--- config.mk ---
export PLATFORM = sky130hd
export DESIGN_NAME = instruction_fetch_flat
export DESIGN_NICKNAME = d
export VERILOG_FILES = /design/src/rtl/instruction_fetch_if.sv /design/src/rtl/instruction_fetch.sv /design/src/flat_wrapper.sv
export SDC_FILE = /design/constraint.sdc
export NUM_CORES = 1
export LEC_CHECK = 0
export ABC_CLOCK_PERIOD_IN_PS = 1900
export CAP_MARGIN = 20
export CORE_UTILIZATION = 40
export CTS_BUF_LIST = sky130_fd_sc_hd__clkbuf_4 sky130_fd_sc_hd__clkbuf_8
export CTS_CLUSTER_DIAMETER = 30
export CTS_CLUSTER_SIZE = 8
export DETAILED_ROUTE_END_ITERATION = 8
export PLACE_DENSITY_LB_ADDON = 0.12
export SYNTH_ARGS = -nofsm -noshare
export SYNTH_HDL_FRONTEND = slang
export SYNTH_SLANG_ARGS = --single-unit
export TNS_END_PERCENT = 5
--- constraint.sdc ---
create_clock -name clk -period 1.9 [get_ports clk]
set_input_delay 0.38 -clock clk [delete_from_list [all_inputs] [get_ports clk]]
set_output_delay 0.38 -clock clk [all_outputs]
set_load 0.1 [all_outputs]
--- src/rtl/instruction_fetch_if.sv ---
// Fetch-stage bundle: control from the pipeline, ROM address/data, and the
// fetched instruction presented to decode.
interface instruction_fetch_if #(
    parameter int unsigned ADDR_WIDTH = 10
) ();
    logic                  stall;
    logic                  halt;
    logic                  redirect;
    logic [31:0]           redirect_pc;
    logic [ADDR_WIDTH-1:0] rom_addr;
    logic [31:0]           rom_data;
    logic [31:0]           instr;
    logic [31:0]           instr_pc;
    logic                  instr_valid;
    logic                  misaligned;

    modport master (
        input  stall, halt, redirect, redirect_pc, rom_data,
        output rom_addr, instr, instr_pc, instr_valid, misaligned
    );

    modport slave (
        output stall, halt, redirect, redirect_pc, rom_data,
        input  rom_addr, instr, instr_pc, instr_valid, misaligned
    );
endinterface

--- src/rtl/instruction_fetch.sv ---
// MIPS32 fetch front end: owns the PC and drives a synchronous ROM whose
// data lags its address by one edge, with no bubbles on stall or redirect.
module instruction_fetch #(
    parameter int unsigned ADDR_WIDTH = 10,
    parameter logic [31:0] RESET_PC   = 32'h0000_0000
) (
    input  logic               clk,
    input  logic               rst_n,
    instruction_fetch_if.master bus
);

    logic [31:0] pc_q, pc_d;
    logic [31:0] ipc_q, ipc_d;
    logic        ivalid_q, ivalid_d;
    logic        mis_q, mis_d;
    logic [31:0] target;

    assign target = {bus.redirect_pc[31:2], 2'b00};

    always_comb begin
        pc_d         = pc_q;
        ipc_d        = ipc_q;
        ivalid_d     = ivalid_q;
        mis_d        = 1'b0;
        bus.rom_addr = pc_q[ADDR_WIDTH+1:2];

        if (bus.redirect) begin
            bus.rom_addr = bus.redirect_pc[ADDR_WIDTH+1:2];
            ipc_d        = target;
            pc_d         = target + 32'd4;
            ivalid_d     = 1'b1;
            mis_d        = |bus.redirect_pc[1:0];
        end else if (bus.stall && ivalid_q) begin
            // Re-read the held word so the ROM output stays stable.
            bus.rom_addr = ipc_q[ADDR_WIDTH+1:2];
        end else if (bus.halt) begin
            ivalid_d = 1'b0;
        end else begin
            ipc_d    = pc_q;
            pc_d     = pc_q + 32'd4;
            ivalid_d = 1'b1;
        end
    end

    always_ff @(posedge clk or negedge rst_n) begin
        if (!rst_n) begin
            pc_q     <= RESET_PC;
            ipc_q    <= RESET_PC;
            ivalid_q <= 1'b0;
            mis_q    <= 1'b0;
        end else begin
            pc_q     <= pc_d;
            ipc_q    <= ipc_d;
            ivalid_q <= ivalid_d;
            mis_q    <= mis_d;
        end
    end

    assign bus.instr       = ivalid_q ? bus.rom_data : 32'h0;
    assign bus.instr_pc    = ipc_q;
    assign bus.instr_valid = ivalid_q;
    assign bus.misaligned  = mis_q;

endmodule
--- src/flat_wrapper.sv ---
// flat-port wrapper written by rule: the top's interface ports become plain ports
module instruction_fetch_flat 
#(
    parameter int unsigned ADDR_WIDTH = 10,
    parameter logic [31:0] RESET_PC   = 32'h0000_0000
)
  (clk, rst_n, bus_stall, bus_halt, bus_redirect, bus_redirect_pc, bus_rom_data, bus_rom_addr, bus_instr, bus_instr_pc, bus_instr_valid, bus_misaligned);
  instruction_fetch_if #(.ADDR_WIDTH(ADDR_WIDTH)) bus_i ();
  input  logic clk;
  input  logic rst_n;
  input wire logic [$bits(bus_i.stall)-1:0] bus_stall;
  input wire logic [$bits(bus_i.halt)-1:0] bus_halt;
  input wire logic [$bits(bus_i.redirect)-1:0] bus_redirect;
  input wire logic [$bits(bus_i.redirect_pc)-1:0] bus_redirect_pc;
  input wire logic [$bits(bus_i.rom_data)-1:0] bus_rom_data;
  output wire logic [$bits(bus_i.rom_addr)-1:0] bus_rom_addr;
  output wire logic [$bits(bus_i.instr)-1:0] bus_instr;
  output wire logic [$bits(bus_i.instr_pc)-1:0] bus_instr_pc;
  output wire logic [$bits(bus_i.instr_valid)-1:0] bus_instr_valid;
  output wire logic [$bits(bus_i.misaligned)-1:0] bus_misaligned;
  assign bus_i.stall = bus_stall;
  assign bus_i.halt = bus_halt;
  assign bus_i.redirect = bus_redirect;
  assign bus_i.redirect_pc = bus_redirect_pc;
  assign bus_i.rom_data = bus_rom_data;
  assign bus_rom_addr = bus_i.rom_addr;
  assign bus_instr = bus_i.instr;
  assign bus_instr_pc = bus_i.instr_pc;
  assign bus_instr_valid = bus_i.instr_valid;
  assign bus_misaligned = bus_i.misaligned;
  instruction_fetch #(.ADDR_WIDTH(ADDR_WIDTH), .RESET_PC(RESET_PC)) u_core (.clk(clk), .rst_n(rst_n), .bus(bus_i));
endmodule
After elaboration in Yosys (flattened, before gate mapping)
Index checks and enable logic that the tools add are counted.
{ "word_totals": {"ff_bits": 66, "input_bits": 69, "output_inout_bits": 76, "elab_cells": 24} }
{ "classes": {"n_addsub": 2, "n_eq_ne": 2, "muxes": 13, "reduce_logical": 3} }
{ "ops": {"columns": ["operator", "n"], "rows": [
  ["$mux 32", 7],
  ["$add 32x3->32 const B", 2],
  ["$mux 10", 2],
  ["$mux 1", 4],
  ["$ne 2x1->1 const B", 1],
  ["$ne 2x2->1 const B", 1],
  ["$reduce_and 2->1", 1],
  ["$reduce_or 2->1", 1],
  ["$logic_and 1x1->1", 1]
]} }

Longest topological paths before layout
{ "depth": {"depth_word": 4, "ltp_mapped": 14, "mapped_depth_nobuf": 9} }

Least setup slack after synthesis
Ideal clock, no wire load.
{ "synth_path": {"path_kind": "register to output", "start": "reg u_core.ivalid_q, in the netlist u_core.bus.instr_valid", "end": "out bus_rom_addr[1]", "t_arrival_ns": 3.828, "required_ns": 1.520, "slack_ns": -2.308, "path_stages_with_launch": 5, "n_path_buf": 1, "cell_sequence": "dfrtp_1 -> nand2_1 -> clkbuf_1 -> mux2i_1 -> o21ai_0"} }
{ "synth_between": {"elab_chain_cells": 3} }
{ "synth_rtl": {"columns": ["element", "line", "text"], "rows": [
  ["from (decl)", "instruction_fetch.sv:14", "logic ivalid_q, ivalid_d;"],
  ["from (signal assigned)", "instruction_fetch.sv:54", "ivalid_q <= ivalid_d;"],
  ["$logic_and 1x1->1", "instruction_fetch.sv:33", "end else if (bus.stall && ivalid_q) begin"],
  ["$mux 10", "instruction_fetch.sv:33", null],
  ["$mux 10", "instruction_fetch.sv:27", "if (bus.redirect) begin"],
  ["to (decl)", "flat_wrapper.sv:16", "output wire logic [$bits(bus_i.rom_addr)-1:0] bus_rom_addr;"]
]} }
Every way passes these cells.

Final worst setup path
{ "layout_path": {"start": "reg u_core.pc_q[2]", "end": "reg u_core.pc_q[16]"} }
{ "layout_between": {"elab_chain_cells": 4} }
{ "layout_rtl": {"columns": ["element", "line", "text"], "rows": [
  ["from (decl)", "instruction_fetch.sv:12", "logic [31:0] pc_q, pc_d;"],
  ["from (signal assigned)", "instruction_fetch.sv:52", "pc_q <= pc_d;"],
  ["$add 32x3->32", "instruction_fetch.sv:40", "pc_d = pc_q + 32'd4;"],
  ["$mux 32", "instruction_fetch.sv:36", "end else if (bus.halt) begin"],
  ["$mux 32", "instruction_fetch.sv:33", null],
  ["$mux 32", "instruction_fetch.sv:27", null]
]} }
Every way passes these cells. The select of a mux whose other input is x is not followed.
A chain may end at the register's enable or synchronous reset.

==> metrics.log <==
[metrics] Clock H-tree levels: 3
[metrics] critical path, cell by cell: inv_2 > o21ai_2 > ha_2 > nand4_1 > nor2_4 > buf_6 > o21ai_0 > or2_4 > xor2_2 > mux2i_1
[metrics] share of synthesized area occupied by flip-flops and latches: 36.24%
[metrics] RSZ-0062 raised after global routing: yes
[metrics] Crit path arrival time: 2.29 ns
[metrics] Sequential Power Share: about 27%
[metrics] crit path capture type: flop
[metrics] run status: finished with violations
[metrics] number of enable-type register cells in the synthesized netlist: 0
[metrics] via count: 4,808
[metrics] Peak VDD IR: 448.3 µV
[metrics] peak clock frequency supported by timing: 485.1 MHz
[metrics] global route hottest layer: met2
[metrics] CP peak stage delay: 0.38 ns
[metrics] met3 track utilization from global routing: 3.896%
[metrics] warnings from Yosys: 0
[metrics] syn avg cell area: 8.580 µm²
[metrics] mapped cell area: 4282 µm²
[metrics] area growth from synthesis to layout: 93.10%
[metrics] clock tree from TritonCTS: yes
[metrics] detailed-route DRC error count: 0
[metrics] Top-Level Pins: 145
[metrics] Storage cell area: 1559 µm²
[metrics] post-route cell area: 8268 µm²
[metrics] Port Buffers: 142
[metrics] vias in the first global route: 4,890
[metrics] Core Box Area: 10,370 µm²
[metrics] Clock Root Buffer: clkbuf_8
[metrics] post-synth cell types: 57
[metrics] clock slew seen by the registers of the worst setup and hold paths: 0.07 ns
[metrics] share of total power in the clock network: approximately a quarter
[metrics] Fill cells: approximately 630
[metrics] share of synthesized flip-flops with an asynchronous set or reset: 100.0%
[metrics] maximum fanout along the worst path: 3
[metrics] main area contributors after synthesis: dfrtp_1, mux2i_1, xnor2_1
[metrics] Finish-stage setup viols: 25
[metrics] number of max-cap violations: 0
[metrics] Switching Fraction: 41.79%
[metrics] Hold Vio Cnt, Final: 0
[metrics] number of instances in the synthesized netlist: roughly 500
[metrics] Critical Path Start Type: flop
[metrics] post-layout net count: 816
[metrics] initial detailed-routing violation count: between 200 and 300
[metrics] pin count of the biggest net entering global routing: 50
[metrics] Worst Path Required: 2.13 ns
[metrics] type of the worst setup path: flop to flop
[metrics] Antenna Violating Nets Remaining: 0
[metrics] share of power burned in combinational logic: 49.5%
[metrics] Initial Util: 41.29%
[metrics] share of final-layout standard cells stronger than drive strength 1: 40.08%
[metrics] routed via count divided by cell count: 5.421
[metrics] Num Clock Sinks: 62
[metrics] startpoint of the lowest-slack hold path: bus_redirect
[metrics] areal power density over the cells: 751.1 nW/µm²
[metrics] maximum clock skew at final layout: 0.01653 ns
[metrics] Detailed Routing Iterations Pass 1: 5
[metrics] predominant post-synthesis flop cell: dfrtp_1
[metrics] Static Leak: around 0.0036 µW
[metrics] WL/cell: between 15 and 20 µm
[metrics] global-route wire length before repair: 24.61 mm
[metrics] remaining global-route overflow: 0
[metrics] P_int: ~3600 µW
[metrics] shortest period the worst path allows: 2.062 ns
[metrics] antenna violations before repair: 0
[metrics] number of synthesized register bits: 62
[metrics] violations in the final reports: negative setup slack
[metrics] Net Switching: between 2000 and 3000 µW
[metrics] HPWL after detailed placement: about 11 mm
[metrics] area occupied by multi-input gates: 3094 µm²
[metrics] global router's overall resource usage: 28.02%
[metrics] number of buffers created by CTS: 9
[metrics] met2 Track Usage GR: between 40% and 50%
[metrics] share of the clock period used by the worst path: 108.5%
[metrics] Worst setup startpoint: u_core.pc_q[2]
[metrics] GR Layer Usage met1: 34.43%
[metrics] maximum number of buffers from clock root to sink: 2
[metrics] slowest CP cell: dfrtp_1
[metrics] Worst Hold Class: input port to flop
[metrics] final critical-path setup slack: -0.1615 ns
[metrics] count of pins over their slew limit: 0
[metrics] Horiz. Die Dim: 105.5 µm
[metrics] count of antenna diodes in the layout: 0
[metrics] critical path buffer and inverter count: 2
[metrics] CP top delay family: simple AND/OR/NAND/NOR gates
[metrics] most used standard cells in the synthesized netlist: dfrtp_1, nand2_1, mux2i_1, nor2_1, and2_1
[metrics] Worst-Skew Late Latency: 0.36 ns
[metrics] Site Rows: 37
[metrics] cell type contributing the most total cell area after synthesis: dfrtp_1
[metrics] RR Startpoint: u_core.pc_q[2]
[metrics] share of the core filled with cells in the final layout: between 70% and 80%
[metrics] die boundary height: 105.5 µm
[metrics] Total Wirelength: 15.55 mm
[metrics] instance area after placement: 7676 µm²
[metrics] final weighted congestion in routability-driven placement: 0.8594
[metrics] proportion of netlist area held by the largest area contributor: a little over a third
[metrics] die area: 11,120 µm²
==> worst reg2reg max path: cells and delay by family (launching register included) <==
| family | cells | cell delay [ns] |
|---|---|---|
| AND/OR/NAND/NOR | 3 | 0.59 |
| flip-flops | 1 | 0.38 |
| AO/OA/AOI/OAI | 2 | 0.29 |
| adder cells (fa/ha/maj) | 1 | 0.23 |
| buffers and inverters | 2 | 0.19 |
| XOR/XNOR | 1 | 0.17 |
| multiplexers | 1 | 0.10 |
==> area by class of cell <==
type | instances | share of cell area (%)
well taps | 136 | 2.058
clock inverters | 4 | 1.150
repair buffers | 268 | 38.51
multi-input cells | 400 | 37.42
inverters | 5 | 0.2270
flip-flops and latches | 62 | 18.86
clock buffers | 12 | 1.771
==> power groups by stage <==
stage / Clock, µW / Combinational (µW) / Sequential, µW
2_1_floorplan: 0 / 1170 / 2170
3_3_place_gp: 0 / 2910 / 1670
3_5_place_dp: 0 / 2950 / 1670
4_1_cts: 1480 / 3020 / 1660
5_1_grt: 1530 / 3200 / 1680
6_report: 1470 / 3070 / 1660
==> cells in the final DEF (no fill, tap or decap), types with 7 or more instances in the layout <==
master	netlist	routed
nand3b_1	8	8
nand3_1	19	17
a21oi_4	0	9
dfrtp_1	62	58
a21oi_1	24	14
clkdlybuf4s50_1	0	57
and2_1	36	25
nand4_1	8	8
mux2i_1	47	37
nand2_1	62	59
buf_4	4	113
buf_6	0	8
xnor2_1	32	32
nor2_1	38	30
clkbuf_8	0	9
dlygate4sd2_1	0	9
and2_4	0	11
o21ai_0	33	26
buf_12	0	79
nor4_4	1	7
xor2_1	14	13
==> cells by family (layout without fill, tap and decap cells) <==
kind of cell    count (synthesis)  after routing  synth area share, %
simple gates                  219            219                27.15
compound gates                 83             83                11.40
flops                          62             62                36.24
mux                            49             49                11.51
xor+xnor                       46             46                9.410
buf+inv                        38            289                3.916
fa+ha+maj                       1              1               0.2922
other cells                     1              2              0.08758
==> metal layers <==
layer / wire length (µm) / up-vias
li1: - / 2237
met4: 267 / 0
met3: 822 / 21
met1: 6381 / 2366
met2: 8073 / 184
met5: 0 / -
==> registers in the layout, indices dropped and copies added, names as in the netlist <==
| signal | cells |
|---|---|
| u_core.bus.misaligned | 1 |
| u_core.bus.instr_valid | 1 |
| u_core.bus.instr_pc | 30 |
| u_core.pc_q | 30 |
==> per-stage QoR <==
step | hold WS, ns | TNS [ns] | worst slack [ns] | std cells | power (µW)
global placement | 0.3125 | -14.71 | -0.6594 | 867 | 4572
detailed placement | 0.3130 | -17.59 | -0.7658 | 867 | 4621
CTS | 0.4036 | -1.540 | -0.1121 | 885 | 6153
global route | 0.4399 | -5.028 | -0.3068 | 887 | 6406
finish | 0.4012 | -1.886 | -0.1615 | 887 | 6210
floorplan | 0.08441 | -11.29 | -0.3723 | 500 | 3336
==> what timing repair did <==
action,in CTS,in global routing
pin swaps,9,15
gates cloned,0,0
hold buffers,1,0
resized for setup,42,44
hold endpoints to repair,13,0
setup buffers,1,2
setup endpoints to repair,36,54
==> path summary, 6_finish.rpt <==
path                                          end  slack [ns]  cells after the start
max in group asynchronous  u_core.bus.instr_valid        0.80                      3
max reg2reg                       u_core.pc_q[16]       -0.16                     10
min reg2reg                       u_core.pc_q[14]        0.56                      1
min                                u_core.pc_q[4]        0.40                      3
min in group asynchronous         u_core.pc_q[10]        0.46                      2
max                               u_core.pc_q[16]       -0.16                     10
Note: power is estimated with default switching activity, not from simulation.
